## config.mk

```make
export PLATFORM = sky130hd
export DESIGN_NAME = rx_sync
export DESIGN_NICKNAME = d
export VERILOG_FILES = /design/src/rtl/rx_sync.sv
export SDC_FILE = /design/constraint.sdc
export NUM_CORES = 1
export LEC_CHECK = 0
export CAP_MARGIN = 20
export CORE_AREA = 2 2 39 41
export DETAILED_ROUTE_END_ITERATION = 6
export DIE_AREA = 0 0 41 43
export MAX_ROUTING_LAYER = met4
export PLACE_DENSITY = 0.75
export SLEW_MARGIN = 20
export SYNTH_ARGS = -nofsm -noshare
export SYNTH_HDL_FRONTEND = slang
export SYNTH_SLANG_ARGS = --single-unit
```

## constraint.sdc

```tcl
create_clock -name clk -period 3.7 [get_ports clk]
set_clock_uncertainty 0.15 [all_clocks]
set_input_delay 1.11 -clock clk [delete_from_list [all_inputs] [get_ports clk]]
set_output_delay 1.11 -clock clk [all_outputs]
set_load 0.05 [all_outputs]
```

## src/rtl/rx_sync.sv

```systemverilog
// rx_sync: matched-filter FIR with per-symbol decimation and automatic energy-based phase search.
// Ports:
//   clk        system clock, all state on the rising edge
//   rst        asynchronous active-low reset
//   enable     clock enable; low freezes all state and suppresses sym_valid
//   rx_in      signed upsampled input sample
//   auto_en    1 = use searched phase, 0 = use phase_in
//   phase_in   manual decimation phase
//   rx_out     hard decision, 1 = non-negative filter output
//   soft_out   saturated, rescaled filter output at the decision
//   sym_valid  one-cycle strobe when rx_out/soft_out update
//   phase_out  decimation phase currently in use
//   locked     at least one search window has completed since reset
module rx_sync #(
    parameter int UPSAMPLE   = 4,
    parameter int NCOEF      = 24,
    parameter int COEF_NBITS = 8,
    parameter logic [NCOEF*COEF_NBITS-1:0] COEF = '0,
    parameter int COEF_FBITS = 7,
    parameter int DATA_NBITS = 8,
    parameter int DATA_FBITS = 7,
    parameter int OUT_NBITS  = 8,
    parameter int OUT_FBITS  = 7,
    parameter int LOG_WIN    = 3
) (
    input  logic                           clk,
    input  logic                           rst,
    input  logic                           enable,
    input  logic signed [DATA_NBITS-1:0]   rx_in,
    input  logic                           auto_en,
    input  logic [$clog2(UPSAMPLE)-1:0]    phase_in,
    output logic                           rx_out,
    output logic signed [OUT_NBITS-1:0]    soft_out,
    output logic                           sym_valid,
    output logic [$clog2(UPSAMPLE)-1:0]    phase_out,
    output logic                           locked
);
    localparam int PW   = $clog2(UPSAMPLE);
    localparam int PN   = DATA_NBITS + COEF_NBITS;
    localparam int FULL = PN + $clog2(NCOEF);
    localparam int SH   = DATA_FBITS + COEF_FBITS - OUT_FBITS;
    localparam int AW   = FULL + LOG_WIN;

    function automatic logic signed [COEF_NBITS-1:0] tap(input int i);
        return COEF[(NCOEF-1-i)*COEF_NBITS +: COEF_NBITS];
    endfunction

    logic signed [PN-1:0]        prod_q  [NCOEF];
    logic signed [FULL-1:0]      chain_q [NCOEF];
    logic [AW-1:0]               acc_q   [UPSAMPLE];
    logic [AW-1:0]               acc_d   [UPSAMPLE];
    logic [PW-1:0]               cnt_q, phase_sel_q, phase, best_d;
    logic [LOG_WIN-1:0]          win_q;
    logic                        rx_q, valid_q, locked_q, decide, win_end, fits;
    logic signed [OUT_NBITS-1:0] soft_q, soft_d;
    logic signed [FULL-1:0]      y, sh_y;
    logic [FULL-1:0]             abs_y;
    logic [AW-1:0]               best_v;

    assign y         = chain_q[NCOEF-1];
    assign phase     = auto_en ? phase_sel_q : phase_in;
    assign decide    = cnt_q == phase;
    assign win_end   = (cnt_q == PW'(UPSAMPLE-1)) && (&win_q);
    assign phase_out = phase;
    assign rx_out    = rx_q;
    assign soft_out  = soft_q;
    assign sym_valid = valid_q;
    assign locked    = locked_q;

    // Saturation: the shifted value fits when all bits from the output sign bit upward agree.
    always_comb begin
        abs_y  = y[FULL-1] ? -y : y;
        sh_y   = y >>> SH;
        fits   = (&sh_y[FULL-1:OUT_NBITS-1]) | ~(|sh_y[FULL-1:OUT_NBITS-1]);
        soft_d = fits ? sh_y[OUT_NBITS-1:0] : {sh_y[FULL-1], {(OUT_NBITS-1){~sh_y[FULL-1]}}};
    end

    // Argmax runs over the accumulators including this cycle's |y|; strict > keeps the lowest index on ties.
    always_comb begin
        for (int i = 0; i < UPSAMPLE; i++)
            acc_d[i] = acc_q[i] + ((cnt_q == PW'(i)) ? AW'(abs_y) : '0);
        best_d = '0;
        best_v = acc_d[0];
        for (int i = 1; i < UPSAMPLE; i++)
            if (acc_d[i] > best_v) begin
                best_v = acc_d[i];
                best_d = PW'(i);
            end
    end

    // Product register followed by a transposed adder chain; chain tail is the filter output.
    always_ff @(posedge clk or negedge rst) begin
        if (!rst) begin
            for (int i = 0; i < NCOEF; i++) begin
                prod_q[i]  <= '0;
                chain_q[i] <= '0;
            end
        end else if (enable) begin
            for (int i = 0; i < NCOEF; i++)
                prod_q[i] <= rx_in * tap(i);
            chain_q[0] <= FULL'(prod_q[0]);
            for (int i = 1; i < NCOEF; i++)
                chain_q[i] <= chain_q[i-1] + FULL'(prod_q[i]);
        end
    end

    always_ff @(posedge clk or negedge rst) begin
        if (!rst) begin
            cnt_q       <= '0;
            win_q       <= '0;
            phase_sel_q <= '0;
            rx_q        <= 1'b0;
            soft_q      <= '0;
            valid_q     <= 1'b0;
            locked_q    <= 1'b0;
            for (int i = 0; i < UPSAMPLE; i++)
                acc_q[i] <= '0;
        end else begin
            valid_q <= enable && decide;
            if (enable) begin
                cnt_q <= cnt_q + 1'b1;
                if (cnt_q == PW'(UPSAMPLE-1))
                    win_q <= win_q + 1'b1;
                if (decide) begin
                    rx_q   <= ~y[FULL-1];
                    soft_q <= soft_d;
                end
                for (int i = 0; i < UPSAMPLE; i++)
                    acc_q[i] <= win_end ? '0 : acc_d[i];
                if (win_end) begin
                    phase_sel_q <= best_d;
                    locked_q    <= 1'b1;
                end
            end
        end
    end
endmodule

```

==> results.sh, run 1 <==
export IMPL_status="finished clean"
export IMPL_maxCapViolCount=0
export IMPL_r2r_end="win_q[2]"
export IMPL_post_route_period_util_pct=89.2
export IMPL_critPathArrivalTime_ns=2.04
export IMPL_cts_buffers=3
export IMPL_critPathCaptureType="output pin"
export IMPL_setup_viol=0
export IMPL_clock_path_buffers=2
export IMPL_whs_path_depth=1
export IMPL_grt_usage_pct=8.91
export IMPL_top_level_ports=27
export IMPL_ys_flop_type="dfrtp_1"
export IMPL_cts_tree="yes"
export IMPL_final_core_util_pct=41.9
export IMPL_seq_area_frac_synth_pct=43.4
export IMPL_power_total_mw=0.384
export IMPL_hold_viol_final=0
export IMPL_postCtsSetupBuffers=0
export IMPL_synth_top_area_cell="dfrtp_1"
export IMPL_rrSetupSlack_ns=2.32
export IMPL_cp_max_fo=4
export IMPL_insertion_delay_ns=0.24
export IMPL_drc_errors=0
export IMPL_ys_ff_latch=8
export IMPL_dpl_hpwl_um=551
export IMPL_nets=70
export IMPL_initial_core_util_pct=33.4
export IMPL_grt_pass1_vias=260
export IMPL_pre_cts_slack_ns=0.390
export IMPL_hold_path_class="reg -> reg"
export IMPL_dr_pass1_iters=3
export IMPL_grt_overflow=0
export IMPL_routed_wirelength_um=653
export IMPL_coreArea_sq_um=1380
export IMPL_vias=287
export IMPL_antenna_found_initial=0
export IMPL_netlist_instances=40
export IMPL_required_ns=2.44
export IMPL_r2r_start="win_q[0]"
export IMPL_layout_drive_gt1_share_pct=13.7
export IMPL_vdd_drop_max_mv=0.335
export IMPL_port_buffers=10
export IMPL_routabilityCongestion=0.640
export IMPL_synth_common_cells="8 x buf_4, 8 x dfrtp_1, 3 x ha_1, 3 x mux2_1"
export IMPL_die_area_sq_um=1760
export IMPL_cts_resized=0
export IMPL_start_kind="input port"
export IMPL_cts_root_buffer="clkbuf_4"
export IMPL_hold_path_end="locked"
export IMPL_drt_iter0_drc=5
export IMPL_viasPerCell=4.28
export IMPL_yosys_cell_types_count=19
export IMPL_die_w_um=41
export IMPL_cts_hold_buf=0
export IMPL_synth_warnings=0
export IMPL_rows=14
export IMPL_drtAntennaViolNets=0
export IMPL_cts_sinks=8
export IMPL_synth_top_area_share_pct=43.4
export IMPL_grt_max_degree=9
export IMPL_num_antenna_cells=0
export IMPL_ys_async_sr_fraction_pct=100
export IMPL_min_from="locked"
export IMPL_min_period_ns=3.30
export IMPL_fin_hold_ws_ns=0.333
export IMPL_synth_avg_cell_area_sq_um=11.5
export IMPL_wl_per_cell_um=9.75
export IMPL_synth_area_sq_um=462
export IMPL_fill_cells=147
export IMPL_area_delta_synth_final_pct=25.5
export IMPL_die_y_um=43
export IMPL_drv_slew=0
export IMPL_clk_pin_slew_ns=0.05
export IMPL_rsz0062_at_grt="false"
export IMPL_grt_pass1_wl_um=959
export IMPL_fin_ws_ns=0.401
export IMPL_reg2regPathDepth=3
export IMPL_fmax_mhz=303
export IMPL_pwr_density_cell_nw_per_um2=663
export IMPL_htreeDepth=1
export IMPL_critPathKind="in -> out"
export IMPL_synth_area_leaders="dfrtp_1 43%, buf_4 13%, ha_1 8.1%, mux2_1 7.3%, xnor2_1 3.8%"
export IMPL_fin_tns_setup_ns=0
export IMPL_leakage_nw=0.269
export IMPL_synth_edff_count=0
[stage by stage]
stage,instances,cell area (sq um)
floorplan,47,488
global placement,64,557
detailed placement,64,557
CTS,67,579
global route,67,579
finish,67,579
[report_power, final]
part,switching (mW),internal (mW)
Combinational,0.0936,0.0727
Clock,0.0262,0.0369
Sequential,0.0291,0.126
[layout by cell type (no fill, tap or decap), types with 2 or more instances in the layout]
| cell | synthesis | layout |
|---|---|---|
| dfrtp_1 | 8 | 8 |
| clkdlybuf4s50_1 | 0 | 8 |
| buf_12 | 0 | 2 |
| nor2b_1 | 2 | 2 |
| conb_1 | 1 | 8 |
| ha_1 | 3 | 3 |
| nor2_1 | 2 | 2 |
| mux2_1 | 3 | 3 |
| xnor2_1 | 2 | 2 |
| clkbuf_4 | 0 | 3 |
[cell families (layout without fill, tap and decap cells)]
| family | after synthesis | count (layout) | synth area share [%] |
|---|---|---|---|
| fa+ha+maj | 3 | 3 | 8.13 |
| flops | 8 | 8 | 43.4 |
| compound gates | 3 | 3 | 5.42 |
| simple gates | 9 | 9 | 13.0 |
| buf+inv | 10 | 14 | 16.3 |
| other cells | 1 | 8 | 0.812 |
| mux | 3 | 3 | 7.32 |
| xor+xnor | 3 | 3 | 5.69 |
[layout make-up]
class / instances / area, sq um / share of cell area (%)
clock buffers: 3 / 22.5 / 3.89
well taps: 16 / 20.0 / 3.46
repair buffers: 10 / 120 / 20.7
flip-flops and latches: 8 / 200 / 34.6
multi-input cells: 29 / 213 / 36.7
inverters: 1 / 3.75 / 0.648
[critical path, stage by stage]
cell and delay, ns:
clkdlybuf4s50_1 0.52, nor2b_1 0.24, buf_12 0.17
[state kept, by name, indices dropped and copies added (netlist names)]
register	count
locked	1
cnt_q	2
sym_valid	1
rx_out	1
win_q	3
[worst max path at each step]
stage | start | end | slack, ns | cells past startpoint
after CTS | phase_in[1] | phase_out[1] | 0.39 | 3
after global placement | phase_in[1] | phase_out[1] | 0.41 | 3
after detailed placement | phase_in[1] | phase_out[1] | 0.39 | 3
after global routing | phase_in[0] | phase_out[0] | 0.34 | 3
final | phase_in[1] | phase_out[1] | 0.40 | 3
after floorplan | phase_in[0] | phase_out[0] | 0.62 | 1
[per-layer routing]
layer / up-vias / wire length, um / GRT usage (%)
met2: 12 / 315 / 13.4
met4: 0 / 0 / 2.00
met5: - / 0 / -
met3: 0 / 62 / 7.85
met1: 132 / 275 / 8.22
li1: 143 / - / -
Note: power is estimated with default switching activity, not from simulation.
==> run 2, diff against run 1 <==
--- a/config.mk
+++ b/config.mk
@@ -11,7 +11,7 @@
 export DIE_AREA = 0 0 41 43
 export MAX_ROUTING_LAYER = met4
 export PLACE_DENSITY = 0.75
-export SLEW_MARGIN = 20
+export SLEW_MARGIN = 15
 export SYNTH_ARGS = -nofsm -noshare
 export SYNTH_HDL_FRONTEND = slang
 export SYNTH_SLANG_ARGS = --single-unit
==> results of run 2 <==
Same layout as run 1: the final DEF is identical, and so are final timing and power.
